**src/rtl/uart_rx_ovs_pkg.sv**
```systemverilog
// Shared UART receive-path types and constants.
package uart_pkg;

   localparam int unsigned sync_stages = 2;

   typedef enum logic [2:0] {
      PAR_NONE  = 3'd0,
      PAR_EVEN  = 3'd1,
      PAR_ODD   = 3'd2,
      PAR_MARK  = 3'd3,
      PAR_SPACE = 3'd4
   } uart_parity_e;

   typedef enum logic [2:0] {
      ST_IDLE   = 3'd0,
      ST_START  = 3'd1,
      ST_DATA   = 3'd2,
      ST_PARITY = 3'd3,
      ST_STOP1  = 3'd4,
      ST_STOP2  = 3'd5
   } uart_rx_state_e;

   function automatic logic maj3(input logic a, input logic b, input logic c);
      return (a & b) | (a & c) | (b & c);
   endfunction

endpackage

```
**src/rtl/uart_rx_ovs_if.sv**
```systemverilog
// Receive-word handshake: holding-register data plus status, valid/ready flow control.
interface uart_rx_ovs_if #(
   parameter int unsigned MAX_BITS = 9
) ();
   logic [MAX_BITS-1:0] rx_data;
   logic                rx_valid;
   logic                rx_ready;
   logic                frame_err;
   logic                parity_err;
   logic                break_det;
   logic                overrun;

   modport master (
      output rx_data, rx_valid, frame_err, parity_err, break_det, overrun,
      input  rx_ready
   );

   modport slave (
      input  rx_data, rx_valid, frame_err, parity_err, break_det, overrun,
      output rx_ready
   );
endinterface

```
**src/rtl/uart_rx_ovs_sync.sv**
```systemverilog
// Serial input synchroniser (reset to idle-high) with a one-cycle falling-edge pulse.
module uart_rx_sync
   import uart_pkg::*;
(
   input  logic clk,
   input  logic arst_n,
   input  logic rx,
   output logic rx_s,
   output logic rx_fall
);
   logic [sync_stages-1:0] sync_q;
   logic                   prev_q;

   always_ff @(posedge clk or negedge arst_n) begin
      if (!arst_n) begin
         sync_q <= '1;
         prev_q <= 1'b1;
      end else begin
         sync_q <= {sync_q[sync_stages-2:0], rx};
         prev_q <= sync_q[sync_stages-1];
      end
   end

   assign rx_s    = sync_q[sync_stages-1];
   assign rx_fall = prev_q & ~rx_s;
endmodule

```
**src/rtl/uart_rx_ovs.sv**
```systemverilog
// Oversampling UART receiver: 3-sample majority bit decisions, false-start rejection
// and a single-entry holding register with frame/parity/break/overrun status.
module uart_rx_ovs
   import uart_pkg::*;
#(
   parameter int unsigned OVS      = 16,
   parameter int unsigned MAX_BITS = 9
) (
   input  logic          clk,
   input  logic          arst_n,
   input  logic          active,
   input  logic          rx,
   input  logic          recv_clk_en,
   input  logic [3:0]    data_bits,
   input  logic [2:0]    parity_type,
   input  logic          stop_type,
   output logic          busy,
   uart_rx_ovs_if.master rxo
);
   localparam int unsigned   PW      = $clog2(OVS);
   localparam logic [PW-1:0] PH_LAST = PW'(OVS - 1);
   localparam logic [PW-1:0] PH_S0   = PW'(OVS / 2 - 1);
   localparam logic [PW-1:0] PH_S1   = PW'(OVS / 2);
   localparam logic [PW-1:0] PH_DEC  = PW'(OVS / 2 + 1);
   localparam logic [3:0]    NB_MIN  = 4'd5;
   localparam logic [3:0]    NB_MAX  = 4'(MAX_BITS);

   logic rx_s, rx_fall;

   uart_rx_sync u_sync (
      .clk    (clk),
      .arst_n (arst_n),
      .rx     (rx),
      .rx_s   (rx_s),
      .rx_fall(rx_fall)
   );

   uart_rx_state_e      state_q, state_d;
   logic [PW-1:0]       ph_q, ph_d;
   logic [3:0]          cnt_q, cnt_d, nbits_q, nbits_d;
   uart_parity_e        par_q, par_d;
   logic                stop2_q, stop2_d;
   logic [1:0]          samp_q, samp_d;
   logic [MAX_BITS-1:0] shift_q, shift_d, data_q;
   logic                perr_q, perr_d, ferr_q, ferr_d, ones_q, ones_d;
   logic                valid_q, fe_q, pe_q, bd_q, ov_q;
   logic                dec, wrap, bit_v, exp_par, done;

   assign dec   = recv_clk_en && (ph_q == PH_DEC);
   assign wrap  = recv_clk_en && (ph_q == PH_LAST);
   assign bit_v = maj3(samp_q[1], samp_q[0], rx_s);

   always_comb begin
      case (par_q)
         PAR_EVEN: exp_par = ^shift_q;
         PAR_ODD:  exp_par = ~^shift_q;
         PAR_MARK: exp_par = 1'b1;
         default:  exp_par = 1'b0;
      endcase
   end

   always_comb begin
      state_d = state_q;
      ph_d    = ph_q;
      cnt_d   = cnt_q;
      nbits_d = nbits_q;
      par_d   = par_q;
      stop2_d = stop2_q;
      samp_d  = samp_q;
      shift_d = shift_q;
      perr_d  = perr_q;
      ferr_d  = ferr_q;
      ones_d  = ones_q;
      done    = 1'b0;

      if (!active) begin
         state_d = ST_IDLE;
         ph_d    = '0;
      end else if (state_q == ST_IDLE) begin
         if (rx_fall) begin
            state_d = ST_START;
            ph_d    = '0;
            cnt_d   = '0;
            shift_d = '0;
            perr_d  = 1'b0;
            ferr_d  = 1'b0;
            ones_d  = 1'b0;
            nbits_d = (data_bits < NB_MIN) ? NB_MIN :
                      (data_bits > NB_MAX) ? NB_MAX : data_bits;
            par_d   = (parity_type inside {[3'd1:3'd4]}) ? uart_parity_e'(parity_type) : PAR_NONE;
            stop2_d = stop_type;
         end
      end else if (recv_clk_en) begin
         ph_d = (ph_q == PH_LAST) ? '0 : ph_q + 1'b1;
         if (ph_q == PH_S0) samp_d[1] = rx_s;
         if (ph_q == PH_S1) samp_d[0] = rx_s;

         case (state_q)
            ST_START: begin
               if (dec && bit_v) begin
                  state_d = ST_IDLE;
                  ph_d    = '0;
               end else if (wrap) begin
                  state_d = ST_DATA;
               end
            end
            ST_DATA: begin
               if (dec) begin
                  for (int unsigned i = 0; i < MAX_BITS; i++)
                     if (4'(i) == cnt_q) shift_d[i] = bit_v;
                  cnt_d  = cnt_q + 4'd1;
                  ones_d = ones_q | bit_v;
               end
               if (wrap && cnt_q == nbits_q)
                  state_d = (par_q == PAR_NONE) ? ST_STOP1 : ST_PARITY;
            end
            ST_PARITY: begin
               if (dec) begin
                  perr_d = bit_v ^ exp_par;
                  ones_d = ones_q | bit_v;
               end
               if (wrap) state_d = ST_STOP1;
            end
            // A single stop bit completes at its decision point so a start bit
            // immediately following it can still be caught.
            ST_STOP1: begin
               if (dec) begin
                  ferr_d = ferr_q | ~bit_v;
                  ones_d = ones_q | bit_v;
                  if (!stop2_q) begin
                     done    = 1'b1;
                     state_d = ST_IDLE;
                     ph_d    = '0;
                  end
               end else if (wrap && stop2_q) begin
                  state_d = ST_STOP2;
               end
            end
            ST_STOP2: begin
               if (dec) begin
                  ferr_d  = ferr_q | ~bit_v;
                  ones_d  = ones_q | bit_v;
                  done    = 1'b1;
                  state_d = ST_IDLE;
                  ph_d    = '0;
               end
            end
            default: ;
         endcase
      end
   end

   always_ff @(posedge clk or negedge arst_n) begin
      if (!arst_n) begin
         state_q <= ST_IDLE;
         ph_q    <= '0;
         cnt_q   <= '0;
         nbits_q <= NB_MIN;
         par_q   <= PAR_NONE;
         stop2_q <= 1'b0;
         samp_q  <= '1;
         shift_q <= '0;
         perr_q  <= 1'b0;
         ferr_q  <= 1'b0;
         ones_q  <= 1'b0;
      end else begin
         state_q <= state_d;
         ph_q    <= ph_d;
         cnt_q   <= cnt_d;
         nbits_q <= nbits_d;
         par_q   <= par_d;
         stop2_q <= stop2_d;
         samp_q  <= samp_d;
         shift_q <= shift_d;
         perr_q  <= perr_d;
         ferr_q  <= ferr_d;
         ones_q  <= ones_d;
      end
   end

   always_ff @(posedge clk or negedge arst_n) begin
      if (!arst_n) begin
         data_q  <= '0;
         valid_q <= 1'b0;
         fe_q    <= 1'b0;
         pe_q    <= 1'b0;
         bd_q    <= 1'b0;
         ov_q    <= 1'b0;
      end else if (done) begin
         data_q  <= shift_q;
         valid_q <= 1'b1;
         fe_q    <= ferr_d;
         pe_q    <= perr_q;
         bd_q    <= ~ones_d;
         ov_q    <= valid_q & ~rxo.rx_ready;
      end else if (valid_q && rxo.rx_ready) begin
         valid_q <= 1'b0;
      end
   end

   assign busy           = (state_q != ST_IDLE);
   assign rxo.rx_data    = data_q;
   assign rxo.rx_valid   = valid_q;
   assign rxo.frame_err  = fe_q;
   assign rxo.parity_err = pe_q;
   assign rxo.break_det  = bd_q;
   assign rxo.overrun    = ov_q;
endmodule

```
**src/flat_wrapper.sv**
```systemverilog
// flat-port wrapper written by rule: the top's interface ports become plain ports
module uart_rx_ovs_flat import uart_pkg::*;
#(
   parameter int unsigned OVS      = 16,
   parameter int unsigned MAX_BITS = 9
)
  (clk, arst_n, active, rx, recv_clk_en, data_bits, parity_type, stop_type, busy, rxo_rx_data, rxo_rx_valid, rxo_frame_err, rxo_parity_err, rxo_break_det, rxo_overrun, rxo_rx_ready);
  uart_rx_ovs_if #(.MAX_BITS(MAX_BITS)) rxo_i ();
  input  logic clk;
  input  logic arst_n;
  input  logic active;
  input  logic rx;
  input  logic recv_clk_en;
  input  logic [3:0] data_bits;
  input  logic [2:0] parity_type;
  input  logic stop_type;
  output logic busy;
  output wire logic [$bits(rxo_i.rx_data)-1:0] rxo_rx_data;
  output wire logic [$bits(rxo_i.rx_valid)-1:0] rxo_rx_valid;
  output wire logic [$bits(rxo_i.frame_err)-1:0] rxo_frame_err;
  output wire logic [$bits(rxo_i.parity_err)-1:0] rxo_parity_err;
  output wire logic [$bits(rxo_i.break_det)-1:0] rxo_break_det;
  output wire logic [$bits(rxo_i.overrun)-1:0] rxo_overrun;
  input wire logic [$bits(rxo_i.rx_ready)-1:0] rxo_rx_ready;
  assign rxo_rx_data = rxo_i.rx_data;
  assign rxo_rx_valid = rxo_i.rx_valid;
  assign rxo_frame_err = rxo_i.frame_err;
  assign rxo_parity_err = rxo_i.parity_err;
  assign rxo_break_det = rxo_i.break_det;
  assign rxo_overrun = rxo_i.overrun;
  assign rxo_i.rx_ready = rxo_rx_ready;
  uart_rx_ovs #(.OVS(OVS), .MAX_BITS(MAX_BITS)) u_core (.clk(clk), .arst_n(arst_n), .active(active), .rx(rx), .recv_clk_en(recv_clk_en), .data_bits(data_bits), .parity_type(parity_type), .stop_type(stop_type), .busy(busy), .rxo(rxo_i));
endmodule
```
**config.mk**
```make
export PLATFORM = sky130hd
export DESIGN_NAME = uart_rx_ovs_flat
export DESIGN_NICKNAME = d
export VERILOG_FILES = /design/src/rtl/uart_rx_ovs_pkg.sv /design/src/rtl/uart_rx_ovs_if.sv /design/src/rtl/uart_rx_ovs_sync.sv /design/src/rtl/uart_rx_ovs.sv /design/src/flat_wrapper.sv
export SDC_FILE = /design/constraint.sdc
export NUM_CORES = 1
export LEC_CHECK = 0
export ABC_AREA = 1
export CAP_MARGIN = 0
export CORE_UTILIZATION = 51
export CTS_CLUSTER_DIAMETER = 60
export DETAILED_ROUTE_END_ITERATION = 8
export PLACE_DENSITY = 0.8
export RECOVER_POWER = 25
export SYNTH_ARGS = -nofsm -noshare
export SYNTH_HDL_FRONTEND = slang
export SYNTH_SLANG_ARGS = --single-unit
```
**constraint.sdc**
```tcl
create_clock -name clk -period 1.72 [get_ports clk]
set_input_delay 0.516 -clock clk [delete_from_list [all_inputs] [get_ports clk]]
set_output_delay 0.516 -clock clk [all_outputs]
set_load 0.02 [all_outputs]
```
Word level (Yosys, flattened, before mapping)
Cells that the tools add are included.
{"block": "totals", "ff_bits": 50, "inputBits": 14, "out_inout_bits": 15, "elab_cells": 197}
{"block": "classes", "n_addsub": 2, "order_cmp": 4, "eq_ne": 31, "n_mux": 72, "bitwise_logic": 15, "reduce_logical": 45}
{"cell": "$mux 4", "n": 15}
{"cell": "$reduce_and 6->1", "n": 9}
{"cell": "$mux 9", "n": 5}
{"cell": "$mux 3", "n": 14}
{"cell": "$mux 1", "n": 34}
{"cell": "$reduce_bool 2->1", "n": 14}
{"cell": "$eq 3x4->1 const A", "n": 4}
{"cell": "$pmux 3 s5", "n": 1}
{"cell": "$eq 3x2->1 const B", "n": 4}
{"cell": "$eq 4x4->1 const B", "n": 3}
{"cell": "$ne 4x2->1 const B", "n": 3}
{"cell": "$pmux 4 s3", "n": 1}
{"cell": "$ne 5x2->1 const B", "n": 2}
{"cell": "$reduce_and 5->1", "n": 2}
{"cell": "$reduce_and 9->1", "n": 1}
{"cell": "$reduce_xnor 9->1", "n": 1}
{"cell": "$reduce_xor 9->1", "n": 1}
{"cell": "$add 4x1->4 const B", "n": 2}
{"cell": "$eq 2x4->1 const A", "n": 2}
{"cell": "$reduce_and 4->1", "n": 2}
{"cell": "$logic_and 1x1->1", "n": 7}
{"cell": "$ne 7x1->1 const B", "n": 1}
{"cell": "$eq 3x1->1 const B", "n": 2}
{"cell": "$eq 3x3->1 const B", "n": 2}
{"cell": "other kinds (25)", "n": 37}

Depth between registers and ports, before layout
{"block": "depth", "ltp_word": 10, "ltp_mapped": 15, "mapped_depth_nobuf": 14}

Cells and area by module
From an unflattened synthesis, not the netlist that was laid out.
{"block": "unflattened", "hier_cells": 358, "hier_area_um2": 2772.7}
{"module": "uart_rx_ovs", "instances": 1, "cells_each": 353, "area_per_inst_um2": 2683.8, "seq_area_each_um2": 1181.1}
{"module": "uart_rx_sync", "instances": 1, "cells_each": 5, "area_per_inst_um2": 88.8, "seq_area_each_um2": 78.8}

Worst setup path before layout
Ideal clock, no wire load.
{"block": "synth_path", "kind": "register to register", "from": "reg u_core.ph_q[1]", "to": "reg u_core.data_q[4], in the netlist u_core.rxo.rx_data[4]", "setup_time_ps": 126, "t_arrival_ps": 1570, "required_ps": 1594, "slack_ps": 24, "stages_incl_launch_ff": 11, "path_buffers": 1, "period_less_slack_ps": 1696, "path_cell_list": "dfrtp_1 > inv_1 > ha_1 > nand4_1 > nor2_1 > nand2_1 > a21oi_2 > inv_2 > buf_2 > nand2_1 > o21ai_0"}
{"block": "synth_via", "elab_chain_len": 7, "elab_cells_between_ends": 8, "classes_between": "1 x eq/ne; 6 x mux; 1 x reduce/logical"}
{"element": "start, declared", "line_no": "uart_rx_ovs.sv:39", "source": "logic [PW-1:0] ph_q, ph_d;"}
{"element": "start signal, assigned", "line_no": "uart_rx_ovs.sv:168", "source": "ph_q <= ph_d;"}
{"element": "$eq 4x4->1 (*)", "line_no": "uart_rx_ovs.sv:49", "source": "assign dec = recv_clk_en && (ph_q == PH_DEC);"}
{"element": "$logic_and 1x1->1 (*)", "line_no": "uart_rx_ovs.sv:49"}
{"element": "$mux 1 (on tied branches)", "line_no": "uart_rx_ovs.sv:140, uart_rx_ovs.sv:127"}
{"element": "$pmux 1 s2 (*)", "line_no": "uart_rx_ovs.sv:98", "source": "case (state_q)"}
{"element": "$mux 1 (*)", "line_no": "uart_rx_ovs.sv:93", "source": "end else if (recv_clk_en) begin"}
{"element": "$mux 1 (*)", "line_no": "uart_rx_ovs.sv:79", "source": "end else if (state_q == ST_IDLE) begin"}
{"element": "$mux 1 (*)", "line_no": "uart_rx_ovs.sv:76", "source": "if (!active) begin"}
{"element": "end signal, assigned", "line_no": "uart_rx_ovs.sv:190", "source": "data_q <= shift_q;"}
{"element": "end, declared", "line_no": "uart_rx_ovs.sv:44", "source": "logic [MAX_BITS-1:0] shift_q, shift_d, data_q;"}
Mark *: on every way between the ends. The rest lies on a longest branch, timed or not.
A chain may end at the register's enable or synchronous reset.

Worst setup path after layout
{"block": "layout_path", "from": "reg u_core.state_q[2]", "to": "reg u_core.shift_q[1]"}
{"block": "layout_via", "elab_chain_len": 3, "elab_cells_between_ends": 9, "classes_between": "2 x eq/ne; 1 x mux; 6 x reduce/logical"}
{"element": "start, declared", "line_no": "uart_rx_ovs.sv:38", "source": "uart_rx_state_e state_q, state_d;"}
{"element": "start signal, assigned", "line_no": "uart_rx_ovs.sv:167", "source": "state_q <= state_d;"}
{"element": "$eq 3x2->1 or $logic_not 3->1 (tied branches)", "line_no": "uart_rx_ovs.sv:98, uart_rx_ovs.sv:79"}
{"element": "$reduce_bool 2->1 (no line) or $ne 2x1->1 (tied branches)"}
{"element": "$reduce_and 6->1 (no line)"}
{"element": "end signal, assigned", "line_no": "uart_rx_ovs.sv:174", "source": "shift_q <= shift_d;"}
{"element": "end, declared", "line_no": "uart_rx_ovs.sv:44"}
Several ways; a longest one is shown, not always the timed one.

==> metrics.txt <==
status complete, but fails checks; violated checks setup timing; type of the worst setup path reg -> reg; pre-CTS setup slack -0.463 ns; first-pass GRT wire length 11,100 µm; count leader, synth nand2_1; Max Cap Viol 0; vias post-DR 2,761; Synth Area in Compound Gates 13.8%; Fin. Hold Viols 0; Core Area 0.00517 mm²; Num CTS Buffers 5; Crit path arrival time 2.16 ns; Setup TNS -3.90 ns; Die W 75.9 µm; Synth Register Bits 50; total congestion overflow 0; Setup violations, final 38; Slew Limit Fails 0; Synth Area in XOR/XNOR 1.89%; Max clock buf depth 2; drt wl/cell 14.5 µm; top cells by count, synth nand2_1 (101), dfrtp_1 (43), inv_1 (42); CP max FO 5; Crit-path slowest cell dfrtp_2; CP Launch Type register; Rows 26; Die H 75.9 µm; DRT iter0 DRCs 207; Ys Warns 0; die area 0.00576 mm²; area grow syn2layout 35.7%; CP required 1.96 ns; Tcrit/Tclk final 112%; Syn Std Cell Area 0.00279 mm²; initial antenna violation count 0; pin count of the biggest net entering global routing 51; Worst Max-Slew Pin Slew 1.23 ns; Leak 1.89 nW; largest family of logic cells by synthesized area simple AND/OR/NAND/NOR gates; top-area cell type share of the netlist area 38.6%; share of synthesized flip-flops with an asynchronous set or reset 100%; fraction of layout cells with a size suffix above 1 26.3%; net count after synthesis 375; Initial Util 53.9%; Mapped Cells 354; I/O pins 29; largest area contributor in the netlist dfrtp_1; post-synthesis adder-cell area fraction 3.14%; vias in the first global route 2,497; Port Buffers 28; H-tree Lvls 2; FMAX 519 MHz; sequential area share after synthesis 45.2%; worst setup margin -0.209 ns; CTS Root Cell clkbuf_8; most used cell, CP nor2_8; crit-path cells nor2_8 -> inv_4 -> nor2_8 -> clkinv_4 -> nor2_4 -> inv_2 -> buf_6 -> nor2_8 -> inv_4 -> o21ai_4 -> clkbuf_16 -> a21oi_2 -> a31oi_1; maximum vdd drop 0.736 mV; Final Util 73.1%; GP Congestion 0.985; unrepaired setup endpoints after global routing true; post-route minimum period 1.93 ns; clk_lat worst skew 0.31 ns; Post-Synth Simple-Gate Area 27.0%; DRT Pass-1 Iters 7; hold buffer count at cts 0; Detail Route Antenna Nets 0; multiplexer share of the synthesized area 0%; # diodes 0; ys flop type dfrtp_1; WL final 7300 µm; Clock Pin Slew Worst Setup and Hold Paths 0.09 ns; Netlist cell types 33; Max-Slew Margin vs Limit 18.0%; Post-synth EDFFs 0; Avg Cell Area, Syn 7.87 µm²; Tot GR Track Use 24.1%; Post-layout nets 453; power per cell area 1410 mW/mm²; Worst setup EP type register; Clock Skew 0.00900 ns; Slowest Stage Delay on Critical Path 0.46 ns; Detailed Place HPWL 4660 µm; DR vias/cell 5.49; # clock sinks 50; synth top area cells dfrtp_1 (39%), nand2_1 (14%), dfstp_2 (6.6%); CTS tree yes; HP Class reg -> reg; DRC 0
==> per-layer routing <==
layer	global-route usage [%]	vias to the layer above	routed length, µm	share of wire [%]
li1	-	1313	-	-
met1	30.4	1275	2920	40
met2	39.2	131	3640	50
met3	5.30	42	421	5.8
met4	11.9	0	322	4.4
met5	0	-	0	0
==> power by group <==
| part | switching [W] | total, W | internal [W] |
|---|---|---|---|
| logic | 0.00159 | 0.00274 | 0.00115 |
| registers | 0.000299 | 0.00175 | 0.00145 |
| clock network | 0.000404 | 0.000838 | 0.000434 |
| total | 0.00229 | 0.00533 | 0.00304 |
==> through the flow <==
stage	hold WS, ns	instances	cell area [µm²]	total power, W
after detailed placement	0.356	481	3390	0.00395
after global routing	0.373	503	3780	0.00567
after global placement	0.347	481	3390	0.00385
after CTS	0.194	490	3520	0.00480
after floorplan	0.220	354	2790	0.00318
final	0.373	503	3780	0.00533
==> flip-flops by register name (all words and copies together), names as in the netlist, 2 cells and up <==
name                  cells
u_core.shift_q            9
u_core.samp_q             2
u_core.ph_q               4
u_core.u_sync.sync_q      2
u_core.state_q            3
u_core.rxo.rx_data        9
u_core.cnt_q              4
u_core.nbits_q            4
u_core.par_q              3
==> cells by family after synthesis <==
family | count (synthesis)
adder cells (fa/ha/maj) | 7
flip-flops | 50
buffers and inverters | 57
XOR/XNOR | 6
AO/OA/AOI/OAI | 67
AND/OR/NAND/NOR | 167
==> placed cells by master, fill, tap and decap left out, types with 6 or more instances in the layout <==
cell type	n
buf_6	7
nor3_1	6
a21oi_1	8
clkdlybuf4s50_1	11
nor2_1	15
nand3_1	23
buf_4	39
o21ai_1	12
o21ai_0	16
inv_1	39
dfstp_2	7
dlygate4sd2_1	15
ha_1	6
nand2_1	97
nand4_1	6
a31oi_1	9
dfrtp_1	40
a21oi_2	7
==> cell type report <==
type	instances	area (µm²)
inverter	48	200
clock buffer	6	72.6
fill	368	1390
timing repair inverter	2	15.0
clock inverter	2	37.5
timing repair buffer	78	713
tap	70	87.6
multi-input combinational	247	1390
sequential	50	1260
==> worst max-delay path, delay by kind of cell (launching register included) <==
family          cells  cell delay [ns]
buf+inv             6             0.57
flops               1             0.46
compound gates      3             0.32
simple gates        4             0.51
==> final timing paths <==
kind / from / end / slack (ns) / cells after the start
max in group asynchronous: arst_n / u_core.state_q[2] / 0.35 / 2
setup reg to reg: u_core.state_q[2] / u_core.shift_q[1] / -0.21 / 13
hold / removal: u_core.u_sync.sync_q[0] / u_core.u_sync.sync_q[1] / 0.37 / 0
hold reg to reg: u_core.u_sync.sync_q[0] / u_core.u_sync.sync_q[1] / 0.37 / 0
min in group asynchronous: arst_n / u_core.rxo.rx_data[4] / 0.54 / 2
setup / recovery: u_core.state_q[2] / u_core.shift_q[1] / -0.21 / 13
==> repair_timing <==
action / 4_1_cts / 5_1_grt
gates resized for setup: 32 / 52
setup endpoints to repair: 52 / 43
gates cloned: 0 / 4
buffers inserted: 1 / 10
pin swaps: 4 / 14
Power figures use the tool's default switching activity.
